### src/rtl/decoder_nto2n_seq.sv
// Registered N-to-2^N one-hot decoder with a valid/ready input handshake.
// Direct mode holds one line until the next accept. Scan mode walks every line,
// SCAN_DWELL cycles each, starting at the accepted index, then pulses scan_done.
// Build option: define DEC_ACTIVE_LOW_EN for an active-low one-hot y (blank = all ones).
module decoder_nto2n_seq #(
  parameter int unsigned N          = 3,
  parameter int unsigned SCAN_DWELL = 4
) (
  input  logic                clk,
  input  logic                rst_n,
  input  logic                en,
  input  logic                mode,
  input  logic                in_valid,
  output logic                in_ready,
  input  logic [N-1:0]        a,
  output logic [(2**N)-1:0]   y,
  output logic                out_valid,
  output logic                scan_done
);

  localparam int unsigned OUT_W = 2**N;
  localparam int unsigned DW    = $clog2(SCAN_DWELL + 1);

  localparam logic [DW-1:0] DwellLast = DW'(SCAN_DWELL - 1);
  localparam logic [N-1:0]  LineLast  = {N{1'b1}};

`ifdef DEC_ACTIVE_LOW_EN
  localparam logic [OUT_W-1:0] YBlank = {OUT_W{1'b1}};
`else
  localparam logic [OUT_W-1:0] YBlank = {OUT_W{1'b0}};
`endif

  typedef enum logic [1:0] {
    StIdle,
    StHold,
    StScan
  } state_e;

  state_e           state_q, state_d;
  logic [N-1:0]     idx_q, idx_d;
  logic [DW-1:0]    dwell_q, dwell_d;
  logic [N-1:0]     lines_q, lines_d;
  logic [OUT_W-1:0] y_q, y_d;
  logic             out_valid_q, out_valid_d;
  logic             scan_done_q, scan_done_d;
  logic             accept;
  logic             show;
  logic             done;

  // Not ready while scanning, nor on the scan_done cycle itself.
  assign in_ready = (state_q != StScan) && !scan_done_q;
  assign accept   = in_valid && in_ready;

  assign y         = y_q;
  assign out_valid = out_valid_q;
  assign scan_done = scan_done_q;

  // Next-state, scan counters and the pre-registered output value.
  always_comb begin
    state_d  = state_q;
    idx_d    = idx_q;
    dwell_d  = dwell_q;
    lines_d  = lines_q;
    show     = 1'b0;
    done     = 1'b0;

    if (accept) begin
      // The accept edge is the first dwell cycle of the start line, even when blanked.
      idx_d   = a;
      dwell_d = '0;
      lines_d = '0;
      state_d = mode ? StScan : StHold;
      show    = 1'b1;
    end else begin
      case (state_q)
        StIdle: show = 1'b0;
        StHold: show = 1'b1;
        StScan: begin
          show = 1'b1;
          // en=0 freezes dwell/idx/lap progress; output is blanked below.
          if (en) begin
            if (dwell_q == DwellLast) begin
              dwell_d = '0;
              if (lines_q == LineLast) begin
                state_d = StIdle;
                show    = 1'b0;
                done    = 1'b1;
              end else begin
                idx_d   = idx_q + N'(1);
                lines_d = lines_q + N'(1);
              end
            end else begin
              dwell_d = dwell_q + DW'(1);
            end
          end
        end
        default: state_d = StIdle;
      endcase
    end

    out_valid_d = en && show;
    y_d         = out_valid_d ? ((OUT_W'(1) << idx_d) ^ YBlank) : YBlank;
    scan_done_d = done;
  end

  // State and output registers, cleared asynchronously.
  always_ff @(posedge clk or negedge rst_n) begin
    if (!rst_n) begin
      state_q     <= StIdle;
      idx_q       <= '0;
      dwell_q     <= '0;
      lines_q     <= '0;
      y_q         <= YBlank;
      out_valid_q <= 1'b0;
      scan_done_q <= 1'b0;
    end else begin
      state_q     <= state_d;
      idx_q       <= idx_d;
      dwell_q     <= dwell_d;
      lines_q     <= lines_d;
      y_q         <= y_d;
      out_valid_q <= out_valid_d;
      scan_done_q <= scan_done_d;
    end
  end

endmodule

### config.mk
export PLATFORM = sky130hd
export DESIGN_NAME = decoder_nto2n_seq
export DESIGN_NICKNAME = d
export VERILOG_FILES = /design/src/rtl/decoder_nto2n_seq.sv
export SDC_FILE = /design/constraint.sdc
export NUM_CORES = 1
export LEC_CHECK = 0
export ABC_AREA = 1
export BUFFER_PORTS_ARGS = -buffer_cell sky130_fd_sc_hd__buf_2
export CORE_MARGIN = 2
export CORE_UTILIZATION = 35
export DETAILED_ROUTE_END_ITERATION = 12
export GPL_TIMING_DRIVEN = 0
export SYNTH_ARGS = -nofsm -noshare
export SYNTH_HDL_FRONTEND = slang
export SYNTH_SLANG_ARGS = --single-unit
### constraint.sdc
create_clock -name clk -period 4.45 [get_ports clk]
set_input_delay 0.2225 -clock clk [delete_from_list [all_inputs] [get_ports clk]]
set_output_delay 0.2225 -clock clk [all_outputs]
set_load 0.05 [all_outputs]
After elaboration in Yosys (flattened, before gate mapping)
Cells that the tools add are included.
{"block": "totals", "wordCells": 64, "regBits": 21, "out_inout_bits": 11}
{"block": "op_classes", "reduce_logical": 12, "n_eq_ne": 10, "n_shift": 1, "n_mux": 31, "add_sub_neg": 3}
{"operator": "$mux 3", "count": 14}
{"operator": "$mux 2", "count": 5}
{"operator": "$add 3x1->3 const B", "count": 3}
{"operator": "$mux 1", "count": 9}
{"operator": "$ne 3x3->1 const B", "count": 3}
{"operator": "$mux 8", "count": 1}
{"operator": "$reduce_and 4->1", "count": 2}
{"operator": "$shl 1x3->8 const A", "count": 1}
{"operator": "$reduce_bool 2->1", "count": 3}
{"operator": "$ne 2x2->1 const B", "count": 2}
{"operator": "$pmux 2 s2", "count": 1}
{"operator": "$eq 3x2->1 const B", "count": 1}
{"operator": "$eq 3x3->1 const B", "count": 1}
{"operator": "$logic_and 1x1->1", "count": 3}
{"operator": "$eq 2x1->1 const B", "count": 1}
{"operator": "$eq 2x2->1 const B", "count": 1}
{"operator": "$logic_not 2->1", "count": 1}
{"operator": "$ne 2x1->1 const B", "count": 1}
{"operator": "$pmux 1 s2", "count": 1}
{"operator": "$reduce_and 2->1", "count": 1}
{"operator": "$reduce_or 2->1", "count": 1}
{"operator": "$logic_not 1->1", "count": 1}

Logic depth before layout (Yosys ltp)
Gate-level depths: netlist (run 1).
{"block": "depth", "ltp_word": 8, "ltp_mapped": 11, "mapped_depth_nobuf": 11}

Worst setup path before layout (run 1)
Ideal clock, no wire load.
{"block": "synth_path", "path_kind": "register to register", "start": "reg state_q[0]", "end": "reg state_q[0]", "arrival_ns": 1.802, "stages_incl_launch_ff": 10, "required_time_ns": 4.324, "setup_time_ns": 0.126, "path_buffers": 1, "slack_ns": 2.522, "path_cell_list": "dfrtp_1 -> inv_1 -> ha_1 -> nor2_2 -> nand2_2 -> clkbuf_8 -> o21ai_0 -> nand2_1 -> nand2_1 -> o21ai_0"}
{"block": "synth_via", "elab_chain_cells": 5, "word_cells_on_any_way": 14, "cone_classes": "eq/ne: 7; mux: 2; reduce/logical: 5"}
{"item": "from (decl)", "line_no": "39", "rtl": "state_e state_q, state_d;"}
{"item": "from (signal assigned)", "line_no": "109", "rtl": "state_q <= StIdle;"}
{"item": "from (signal assigned)", "line_no": "117", "rtl": "state_q <= state_d;"}
{"item": "$ne 2x2->1 *", "line_no": "51", "rtl": "assign in_ready = (state_q != StScan) && !scan_done_q;"}
{"item": "$logic_and 1x1->1 *", "line_no": "51"}
{"item": "named net in_ready", "line_no": "14", "rtl": "output logic in_ready,"}
{"item": "$logic_and 1x1->1 *", "line_no": "52", "rtl": "assign accept = in_valid && in_ready;"}
{"item": "$ne 3x3->1 (no source line) or $ne 2x1->1 (tied branches)"}
{"item": "$reduce_and 4->1 (no source line)"}
Mark *: on every way through the listed nets, which the timed path passes. The rest lies on a longest branch.
A chain may end at the register's enable or synchronous reset.

Worst setup path after layout (run 1)
{"block": "layout_path", "start": "reg lines_q[0]", "end": "reg y_q[3], in the netlist y[3]"}
{"block": "layout_via", "elab_chain_cells": 8, "word_cells_on_any_way": 14, "cone_classes": "eq/ne: 1; shift: 1; mux: 11; reduce/logical: 1"}
{"item": "from (decl)", "line_no": "42", "rtl": "logic [N-1:0] lines_q, lines_d;"}
{"item": "from (signal assigned)", "line_no": "120", "rtl": "lines_q <= lines_d;"}
{"item": "$eq 3x3->1", "line_no": "84", "rtl": "if (lines_q == LineLast) begin"}
{"item": "$mux 3", "line_no": "84"}
{"item": "$mux 3", "line_no": "82", "rtl": "if (dwell_q == DwellLast) begin"}
{"item": "$mux 3", "line_no": "81", "rtl": "if (en) begin"}
{"item": "$mux 3", "line_no": "75", "rtl": "case (state_q)"}
{"item": "$mux 3", "line_no": "67", "rtl": "if (accept) begin"}
{"item": "named net idx_d[0]", "line_no": "40", "rtl": "logic [N-1:0] idx_q, idx_d;"}
{"item": "$shl 1x3->8", "line_no": "102", "rtl": "y_d = out_valid_d ? ((OUT_W'(1) << idx_d) ^ YBlank) : YBlank;"}
{"item": "$mux 8", "line_no": "102"}
{"item": "named net y_d[3]", "line_no": "43", "rtl": "logic [OUT_W-1:0] y_q, y_d;"}
{"item": "to (signal assigned)", "line_no": "113", "rtl": "y_q <= YBlank;"}
{"item": "to (signal assigned)", "line_no": "121", "rtl": "y_q <= y_d;"}
{"item": "to (decl)", "line_no": "43"}
The timed path passes the listed nets, and every way through them passes these cells.

==> results of run 1 <==
==> state kept, by name (all words and copies together), names as in the netlist <==
signal,count
out_valid,1
y,8
dwell_q,3
state_q,2
scan_done,1
idx_q,3
lines_q,3
==> metal layers <==
layer  share of wire  vias to the layer above
li1                -                      442
met1            0.43                      431
met2            0.50                       23
met3           0.036                        5
met4           0.027                        0
met5               0                        -
==> stage by stage <==
stage / std cells / power (W) / setup WS [ns] / hold slack, ns / utilization
after CTS: 192 / 0.000671 / 2.70 / 0.0995 / 0.428
after global routing: 192 / 0.000723 / 2.50 / 0.130 / 0.428
after global placement: 187 / 0.000555 / 2.78 / 0.203 / 0.416
final: 192 / 0.000665 / 2.70 / 0.103 / 0.428
after floorplan: 125 / 0.000499 / 2.52 / -0.0731 / -
after detailed placement: 187 / 0.000575 / 2.71 / 0.213 / 0.416
==> cells in the final DEF (no fill, tap or decap), types with 2 or more instances in the layout <==
master,n
ha_1,8
dfrtp_1,21
nand2_1,30
or2_1,3
clkbuf_4,3
nand2_2,6
nand3_1,14
buf_2,18
nor2_1,12
inv_1,14
a21oi_1,2
o21ai_0,2
==> Yosys cell counts <==
| library cell | instances | area share |
|---|---|---|
| inv_1 | 14 | 0.047 |
| nand2_2 | 6 | 0.034 |
| nand3_4 | 1 | 0.016 |
| nand3_2 | 1 | 0.0090 |
| nor2_8 | 1 | 0.018 |
| clkbuf_8 | 1 | 0.012 |
| nand2_4 | 1 | 0.010 |
| nor3b_1 | 1 | 0.0067 |
| nand3_1 | 14 | 0.063 |
| dfrtp_1 | 21 | 0.47 |
| o31ai_1 | 1 | 0.0067 |
| ha_1 | 8 | 0.090 |
| a21oi_1 | 2 | 0.0090 |
| a21oi_2 | 1 | 0.0079 |
| nor2_1 | 12 | 0.040 |
| nand2_1 | 30 | 0.10 |
| or2_1 | 3 | 0.017 |
| nor2_2 | 1 | 0.0056 |
| o21a_1 | 1 | 0.0067 |
| a211oi_1 | 1 | 0.0067 |
| o21ai_0 | 2 | 0.0090 |
| a32o_1 | 1 | 0.0090 |
| inv_2 | 1 | 0.0034 |
==> worst max-delay path by stage <==
stage | cells past startpoint | to | slack [ns] | from
after floorplan | 9 | state_q[0] | 2.52 | state_q[0]
after global placement | 10 | y[3] | 2.78 | lines_q[0]
after detailed placement | 10 | y[3] | 2.71 | lines_q[0]
after CTS | 10 | y[3] | 2.70 | lines_q[0]
after global routing | 9 | y[4] | 2.50 | state_q[0]
final | 10 | y[3] | 2.70 | lines_q[0]
==> worst reg2reg max path, delay by kind of cell, from the launching register on <==
family	cells	cell delay (ns)
and+or+nand+nor	7	0.61
adders and majority gates	2	0.42
DFF	1	0.40
buffers and inverters	1	0.24
==> area by class of cell <==
type	count	area share
tap	44	0.0425
multi-input combinational	88	0.400
clock buffer	3	0.0174
clock inverter	1	0.00386
sequential	21	0.405
inverter	15	0.0434
buffer	1	0.0106
timing repair buffer	19	0.0772
==> power breakdown <==
group          switching [W]  internal, W
sequential         0.0000244     0.000230
clock              0.0000637    0.0000337
combinational       0.000218    0.0000959
total               0.000306     0.000359
==> logic make-up (layout without fill, tap and decap cells) <==
family | count (synthesis) | after routing
simple gates | 71 | 71
flops | 21 | 21
buf+inv | 16 | 39
fa+ha+maj | 8 | 8
compound gates | 9 | 9
==> timing repair <==
| item | CTS | global route |
|---|---|---|
| endpoints found under the hold margin | 21 | 0 |
| hold buffers | 1 | 0 |
| setup buffers | 0 | 0 |
==> qor.yml, run 1 <==
outcome:
  status: "finished, final reports clean"
place:
  dpl_cell_area_um2: 1260
  portBuffers: 18
  gp_congestion: 0.777
  dp_hpwl_um: 1720
clock_network:
  clkSinkCount: 21
  cts_resized: 0
  cts_htree_levels: 1
  tritoncts: "built"
  clk_latency_ns: 0.32
  cts.clk_slew.worst_paths_ns: 0.13
  cts_buffers: 3
  root_buffer: "clkbuf_4"
  clock_path_buffers: 2
timing:
  fin_setup_tns_ns: 0
  setup_viol: 0
  rsz0062_at_grt: "false"
  slew_viol_final: 0
  fmax_mhz: 570
  layout_min_cycle_time_ns: 1.75
  hold_viol: 0
  final.period_utilization: 0.394
  slew_headroom: 0.679
  worst_pin_slew_ns: 0.482
  skew_ns: 0.00462
critical_path:
  critPathCaptureType: "flip-flop"
  reg2reg_slack_ns: 2.70
  start_kind: "flip-flop"
  max_stage_delay_ns: 0.40
  crit_buf_inv: 1
  r2r-end: "y[3]"
  cp_top_family: "simple AND/OR/NAND/NOR gates"
  r2r-start: "lines_q[0]"
  reg2regPathDepth: 10
  crit_chain: "ha_1, ha_1, inv_1, nand3_4, nand2_1, nand2_1, nand2_1, nand2_2, nand2_1, nor2_1"
  crit_arrival_ns: 1.98
  required_ns: 4.67
  cp_slowest_cell: "dfrtp_1"
  worstSetupPathType: "reg -> reg"
  crit_path_frequent_cell: "nand2_1"
  crit_fanout: 7
cells_and_area:
  finalInstanceArea_um2: 1300
  final_layout_size_suffix_gt1_frac: 0.243
  ff_latch_area_um2: 526
  antennaDiodeCount: 0
  n_fill_cell: 319
  syn2layout_area_growth_pct: 16.4
  multi_input_area_um2: 518
  finalNetCount: 165
die:
  die_h_um: 60.4
  num_rows: 20
  die_area_um2: 3650
  die_w_um: 60.4
  core-area_um2: 3030
  start_util: 0.368
  io_pins: 19
logic_synthesis:
  synth_compound_area_frac: 0.0551
  synth_area_um2: 1110
  synthSimpleGateAreaFrac: 0.320
  syn-num-nets: 141
  synthCells: 125
  syn_avg_cell_area_um2: 8.91
  ys_ff_latch: 21
  ys_seq_area_frac: 0.472
  synth_warnings: 0
  synthAdderAreaFrac: 0.0899
  synth_xor_area_frac: 0
  synth_top_family_by_area: "simple AND/OR/NAND/NOR gates"
  synthMuxAreaShare: 0
  synth.distinct_cells: 23
drt:
  first_iter_violations: 20
  dr.pass1.iters: 4
  wl_per_cell_um: 11.8
  drt-total-wl_um: 2260
  vias: 901
  drtAntennaViolNets: 0
  viasPerCell: 4.69
  drc_errors: 0
grt:
  grt_max_degree: 22
  first_global_vias: 904
  use_met3: 0.0320
  antenna_found_initial: 0
  grt_usage: 0.147
  grt_first_pass_wirelength_um: 3910
  grt_overflow: 0
  grt-busiest-layer: "met2"
  grt_util_met2: 0.247
  met1_usage: 0.175
min_path:
  hold_path_class: "in -> reg"
  holdPathStages: 2
  holdCritStartpoint: "mode"
  min_to: "state_q[0]"
job:
  max_cap_violations: 0
power:
  peakVddDrop_mv: 0.152
  power_density_nw_per_um2: 513
  p_leak_nw: 0.727
Note: power is estimated with default switching activity, not from simulation.
==> run 2: changes to the inputs <==
clock period = 1.8 ns   (was 4.45 ns; I/O delays follow)
==> qor.yml, run 2 (synthesis results as in run 1) <==
critical_path:
  start_kind: "flip-flop"  # unchanged
  crit_chain: "ha_1, ha_1, inv_2, nand3_4, nand2_1, nand2_1, nand2_1, nand2_2, nand2_1, nor2_1"  # was ha_1, ha_1, inv_1, nand3_4, nand2_1, nand2_1, nand2_1, nand2_2, nand2_1, nor2_1
  crit_arrival_ns: 1.85  # was 1.98 ns
  crit_fanout: 7  # unchanged
  crit_buf_inv: 1  # unchanged
  critPathCaptureType: "flip-flop"  # unchanged
  required_ns: 2.02  # was 4.67 ns
  worstSetupPathType: "reg -> reg"  # unchanged
  r2r-end: "y[3]"  # unchanged
  cp_slowest_cell: "dfrtp_1"  # unchanged
  reg2reg_slack_ns: 0.17  # was 2.70 ns
  crit_path_frequent_cell: "nand2_1"  # unchanged
  r2r-start: "lines_q[0]"  # unchanged
  critPathLaunch: "lines_q[0]"  # unchanged
  cp_top_family: "simple AND/OR/NAND/NOR gates"  # unchanged
  max_stage_delay_ns: 0.41  # was 0.40 ns
  reg2regPathDepth: 10  # unchanged
cells_and_area:
  antennaDiodeCount: 0  # unchanged
  multi_input_area_um2: 538  # was 518 um2
  finalNetCount: 166  # was 165
  final_layout_size_suffix_gt1_frac: 0.262  # was 0.243
  ff_latch_area_um2: 526  # unchanged
  largest_reg_flops: 8  # unchanged
  syn2layout_area_growth_pct: 19.4  # was 16.4%
  final_core_util: 0.439  # was 0.428
  final_cell_mix: "30 x nand2_1, 21 x dfrtp_1, 18 x buf_2"  # unchanged
  n_fill_cell: 298  # was 319
  layout_commonest_cell: "nand2_1"  # unchanged
die:
  die_h_um: 60.4  # unchanged
  io_pins: 19  # unchanged
  die_w_um: 60.4  # unchanged
  num_rows: 20  # unchanged
  start_util: 0.368  # unchanged
  die_area_um2: 3650  # unchanged
  core-area_um2: 3030  # unchanged
drt:
  first_iter_violations: 27  # was 20
  dr.pass1.iters: 4  # unchanged
  viasPerCell: 4.56  # was 4.69
  drt-total-wl_um: 2200  # was 2260 um
  drtAntennaViolNets: 0  # unchanged
  drc_errors: 0  # unchanged
  vias: 881  # was 901
  wl_per_cell_um: 11.4  # was 11.8 um
timing:
  slew_headroom: 0.690  # was 0.679
  hold_viol: 0  # unchanged
  slew_viol_final: 0  # unchanged
  worst_pin_slew_ns: 0.465  # was 0.482 ns
  layout_min_cycle_time_ns: 1.63  # was 1.75 ns
  final.period_utilization: 0.908  # was 0.394
  rsz0062_at_grt: "false"  # unchanged
  setup_viol: 0  # unchanged
  fin_setup_tns_ns: 0  # unchanged
  fmax_mhz: 612  # was 570 MHz
  skew_ns: 0.00312  # was 0.00462 ns
clock_network:
  cts_setup_buffers: 0  # unchanged
  clock_path_buffers: 2  # unchanged
  tritoncts: "built"  # unchanged
  clkSinkCount: 21  # unchanged
  clk_latency_ns: 0.32  # about the same
  root_buffer: "clkbuf_4"  # unchanged
  cts.clk_slew.worst_paths_ns: 0.12  # was 0.13 ns
  cts_buffers: 3  # unchanged
  cts_htree_levels: 1  # unchanged
grt:
  grt_max_degree: 22  # unchanged
  first_global_vias: 890  # was 904
  antenna_found_initial: 0  # unchanged
  grt_first_pass_wirelength_um: 3730  # was 3910 um
  grt_overflow: 0  # unchanged
  grt_usage: 0.138  # was 0.147
power:
  p_total_w: 0.00168  # was 0.000665 W
  power_frac_seq: 0.374  # was 0.382
  swShare: 0.459  # was 0.460
  clkPwrFrac: 0.142  # was 0.146
  p_leak_nw: 0.729  # was 0.727 nW
  power_density_nw_per_um2: 1260  # was 513 nW/um2
  p_switching_w: 0.000770  # was 0.000306 W
  internal_power_w: 0.000908  # was 0.000359 W
  peakVddDrop_mv: 0.389  # was 0.152 mV
  combPwrFrac: 0.485  # was 0.472
outcome:
  status: "finished, final reports clean"  # unchanged
place:
  gp_congestion: 0.775  # was 0.777
  portBuffers: 18  # unchanged
  dp_hpwl_um: 1650  # was 1720 um
min_path:
  holdPathStages: 3  # was 2
  hold_path_class: "in -> reg"  # unchanged
  min_to: "idx_q[2]"  # was state_q[0]
  holdCritStartpoint: "a[2]"  # was mode
job:
  max_cap_violations: 0  # unchanged
## run 2: cell types whose count changed in the layout (fill, tap and decap cells not counted)
cell	delta
nor2_4	+1
a21oi_4	+1
ha_1	-1
ha_2	+1
nor2_2	-1
inv_2	+1
nand2_4	+1
clkinvlp_4	+1
inv_1	-2
dlygate4sd3_1	+1
nand2_2	-1
a21oi_2	-1
## run 2: metrics by stage
step           hold WS, ns  cell area (um2)  cells  worst slack, ns
6_report            0.0121             1330    193            0.166
5_1_grt             0.0441             1330    193           0.0162
4_1_cts             0.0104             1310    193           0.0728
3_5_place_dp        0.0743             1260    187           0.0913
3_3_place_gp        0.0700             1260    187            0.119
2_1_floorplan       -0.206             1120    125           0.0693
## run 2: per-layer routing
layer  track usage  wire length (um)  vias to the layer above  share of wire
met5             0                 0                        -              0
met4        0.0667                53                        0          0.024
met3        0.0128                29                        5          0.013
met2         0.245              1080                        8           0.49
met1         0.167              1040                      420           0.47
li1              -                 -                      448              -
## run 2: what timing repair did
item | in CTS | in global routing
gates resized for setup | 0 | 5
endpoints found under the setup margin | 0 | 8
hold buffers | 2 | 0
hold endpoints to repair | 23 | 0
## run 2: worst register-to-register path: cells and delay by family, from the launching register on
family	cells	cell delay [ns]
simple gates	7	0.56
fa+ha+maj	2	0.43
flops	1	0.41
buf+inv	1	0.15
## run 2: power groups by stage
stage / combinational [W] / sequential [W] / clock, W
after floorplan: 0.000531 / 0.000713 / 0
after global placement: 0.000752 / 0.000631 / 0
after detailed placement: 0.000781 / 0.000637 / 0
after CTS: 0.000784 / 0.000628 / 0.000239
after global routing: 0.000912 / 0.000642 / 0.000254
final: 0.000813 / 0.000627 / 0.000238
## run 2: worst max-delay path by stage
stage,to,slack (ns),cells after the start
6_report,y[3],0.17,10
5_1_grt,y[4],0.02,9
4_1_cts,y[3],0.07,9
3_5_place_dp,y[3],0.09,9
3_3_place_gp,y[3],0.12,10
2_1_floorplan,state_q[0],0.07,9
## run 2: final cells by class
cell class,instances,area share
tap,44,0.0414
buffer,1,0.0103
timing repair buffer,20,0.0828
sequential,21,0.395
clock inverter,1,0.00376
multi-input combinational,88,0.405
inverter,15,0.0452
clock buffer,3,0.0169
==> run 3: changes to the inputs <==
ABC_AREA = unset   (was 1)
==> qor.yml, run 3 <==
cells_and_area:
  final_cell_mix: "21 x dfrtp_1, 18 x buf_2, 9 x buf_4"  # was 30 x nand2_1, 21 x dfrtp_1, 18 x buf_2
  syn2layout_area_growth_pct: 41.7  # was 19.4%
  largest_reg_flops: 8  # unchanged
  n_fill_cell: 249  # was 298
  layout_commonest_cell: "dfrtp_1"  # was nand2_1
  multi_input_area_um2: 624  # was 538 um2
  antennaDiodeCount: 0  # unchanged
  ff_latch_area_um2: 526  # unchanged
  final_cell_count_no_fill: 158  # was 193
  finalNetCount: 144  # was 166
  final_layout_size_suffix_gt1_frac: 0.441  # was 0.262
  final_core_util: 0.525  # was 0.439
power:
  power_frac_seq: 0.346  # was 0.374
  clkPwrFrac: 0.135  # was 0.142
  p_switching_w: 0.000768  # was 0.000770 W
  power_density_nw_per_um2: 1210  # was 1260 nW/um2
  combPwrFrac: 0.519  # was 0.485
  internal_power_w: 0.000996  # was 0.000908 W
  swShare: 0.436  # was 0.459
  p_leak_nw: 0.696  # was 0.729 nW
  peakVddDrop_mv: 0.713  # was 0.389 mV
die:
  die_h_um: 58.2  # was 60.4 um
  die_w_um: 58.2  # was 60.4 um
  io_pins: 19  # unchanged
  num_rows: 19  # was 20
  start_util: 0.370  # was 0.368
  core-area_um2: 2780  # was 3030 um2
  die_area_um2: 3390  # was 3650 um2
timing:
  worst_pin_slew_ns: 0.471  # was 0.465 ns
  layout_min_cycle_time_ns: 1.98  # was 1.63 ns
  rsz0062_at_grt: "true"  # was false
  slew_viol_final: 0  # unchanged
  slew_headroom: 0.686  # was 0.690
  setup_viol: 8  # was 0
  fin_setup_tns_ns: -1.02  # was 0 ns
  final.period_utilization: 1.10  # was 0.908
  setup_ws_ns: -0.184  # was 0.166 ns
  fmax_mhz: 504  # was 612 MHz
  skew_ns: 0.00253  # was 0.00312 ns
  hold_viol: 0  # unchanged
min_path:
  holdPathStages: 2  # was 3
  holdCritStartpoint: "en"  # was a[2]
  min_to: "dwell_q[2]"  # was idx_q[2]
  hold_path_class: "in -> reg"  # unchanged
drt:
  drt-total-wl_um: 2180  # was 2200 um
  dr.pass1.iters: 3  # was 4
  wl_met2_um: 1090  # was 1080 um
  viasPerCell: 5.28  # was 4.56
  drc_errors: 0  # unchanged
  highest_layer: "met4"  # unchanged
  route.met3.wl_um: 42  # was 29 um
  drtAntennaViolNets: 0  # unchanged
  first_iter_violations: 10  # was 27
  vias: 835  # was 881
  wl_per_cell_um: 13.8  # was 11.4 um
  met1_length_um: 996  # was 1040 um
clock_network:
  clkSinkCount: 21  # unchanged
  clock_path_buffers: 2  # unchanged
  cts_htree_levels: 1  # unchanged
  cts_buffers: 3  # unchanged
  tritoncts: "built"  # unchanged
  root_buffer: "clkbuf_4"  # unchanged
  cts.clk_slew.worst_paths_ns: 0.12  # about the same
  clk_latency_ns: 0.32  # about the same
logic_synthesis:
  ys_seq_area_frac: 0.510  # was 0.472
  synth-edff-count: 0  # unchanged
  synth.distinct_cells: 31  # was 23
  yosys.area.top_type_share: 0.510  # was 0.472
  syn_avg_cell_area_um2: 11.0  # was 8.91 um2
  synthTopCellsByArea: "dfrtp_1 51%, ha_1 9.7%, o21ai_0 3.4%"  # was dfrtp_1 47%, nand2_1 10%, ha_1 9.0%
  synthArstFlopShare: 1.00  # unchanged
  syn-num-nets: 110  # was 141
  synth_commonest_cells: "21 x dfrtp_1, 8 x ha_1, 8 x nor2_1, 7 x nand2_1, 7 x o21ai_0"  # was 30 x nand2_1, 21 x dfrtp_1, 14 x inv_1, 14 x nand3_1, 12 x nor2_1
  synth_most_common_cell: "dfrtp_1"  # was nand2_1
  ys_ff_latch: 21  # unchanged
  synth_warnings: 0  # unchanged
  yosysTopAreaCell: "dfrtp_1"  # unchanged
  synthCells: 94  # was 125
  ys.flop_type: "dfrtp_1"  # unchanged
  synth_area_um2: 1030  # was 1110 um2
critical_path:
  crit_fanout: 4  # was 7
  worstSetupPathType: "reg -> reg"  # unchanged
  crit_chain: "ha_2, ha_4, nand2b_4, or3_4, a2111o_1, a211oi_2"  # was ha_1, ha_1, inv_2, nand3_4, nand2_1, nand2_1, nand2_1, nand2_2, nand2_1, nor2_1
  required_ns: 2.04  # was 2.02 ns
  critPathCaptureType: "flip-flop"  # unchanged
  max_stage_delay_ns: 0.47  # was 0.41 ns
  r2r-start: "lines_q[0]"  # unchanged
  crit_arrival_ns: 2.22  # was 1.85 ns
  start_kind: "flip-flop"  # unchanged
  cp_slowest_cell: "a2111o_1"  # was dfrtp_1
  reg2reg_slack_ns: -0.18  # was 0.17 ns
  reg2regPathDepth: 6  # was 10
  r2r-end: "y[5]"  # was y[3]
place:
  dp_slack_ns: -0.495  # was 0.0913 ns
  portBuffers: 18  # unchanged
  dp_cells: 143  # was 187
  gp_congestion: 0.746  # was 0.775
  dp_hpwl_um: 1510  # was 1650 um
outcome:
  status: "complete, but fails checks"  # was finished, final reports clean
  violations: "negative setup slack"
grt:
  grt_overflow: 0  # unchanged
  grt_first_pass_wirelength_um: 3880  # was 3730 um
  grt_usage: 0.152  # was 0.138
  first_global_vias: 873  # was 890
  grt_max_degree: 22  # unchanged
  antenna_found_initial: 0  # unchanged
job:
  max_cap_violations: 0  # unchanged
[run 3: changes by cell type in the layout (fill, tap and decap cells not counted), moves of 5 or more]
cell,before,now
buf_4,0,9
nand2_1,30,7
inv_1,12,2
nand2_2,5,0
nand3_1,14,2
[run 3: cell type report]
type	instances	share of cell area
multi-input cells	66	0.428
flip-flops and latches	21	0.360
repair buffers	30	0.130
well taps	31	0.0266
inverters	5	0.0197
plain buffers	1	0.0172
clock buffers	3	0.0154
clock inverters	1	0.00343
[run 3: how the worst max path moves through the flow]
stage               startpoint    to  cells past startpoint
finish              lines_q[0]  y[5]                      6
global route        lines_q[1]  y[5]                      6
CTS                 lines_q[1]  y[5]                      6
detailed placement  state_q[0]  y[5]                      6
global placement    state_q[0]  y[6]                      6
floorplan           state_q[0]  y[4]                      7
[run 3: power groups by stage]
stage          clock [W]  combinational [W]  sequential (W)
6_report        0.000238           0.000915        0.000611
5_1_grt         0.000269            0.00101        0.000625
4_1_cts         0.000243           0.000891        0.000612
3_5_place_dp           0           0.000682        0.000620
3_3_place_gp           0           0.000667        0.000616
2_1_floorplan          0           0.000437        0.000711
[run 3: metrics by stage]
| stage | cell area, um2 | power (W) | hold slack [ns] |
|---|---|---|---|
| after floorplan | 1080 | 0.00115 | -0.206 |
| after global placement | 1210 | 0.00128 | 0.0707 |
| after detailed placement | 1210 | 0.00130 | 0.0817 |
| after CTS | 1450 | 0.00175 | 0.0607 |
| after global routing | 1460 | 0.00191 | 0.0462 |
| final | 1460 | 0.00176 | 0.0593 |
[run 3: logic make-up (layout without fill, tap and decap cells)]
group | count (synthesis) | in the layout | share of synthesized area
AO/OA/AOI/OAI | 25 | 25 | 0.168
XOR/XNOR | 1 | 1 | 0.00851
adder cells (fa/ha/maj) | 8 | 8 | 0.0972
buffers and inverters | 7 | 40 | 0.0267
flip-flops | 21 | 21 | 0.510
AND/OR/NAND/NOR | 32 | 32 | 0.190
[run 3: worst max-delay path: cells and delay by family, from the launching register on]
family | cells | cell delay, ns
AOI/OAI and AO/OA | 2 | 0.68
adders and majority gates | 2 | 0.36
DFF | 1 | 0.41
and+or+nand+nor | 2 | 0.46
[run 3: routing by layer]
layer,vias to the layer above,global-route usage
met4,0,0.0764
met5,-,0
met2,7,0.247
met1,404,0.194
li1,419,-
met3,5,0.0290
[run 3: timing repair]
action / CTS / global route
buffers inserted: 10 / 0
resized for setup: 21 / 7
endpoints found under the setup margin: 15 / 11
endpoints found under the hold margin: 22 / 0
pin swaps: 9 / 5
hold buffers: 2 / 0
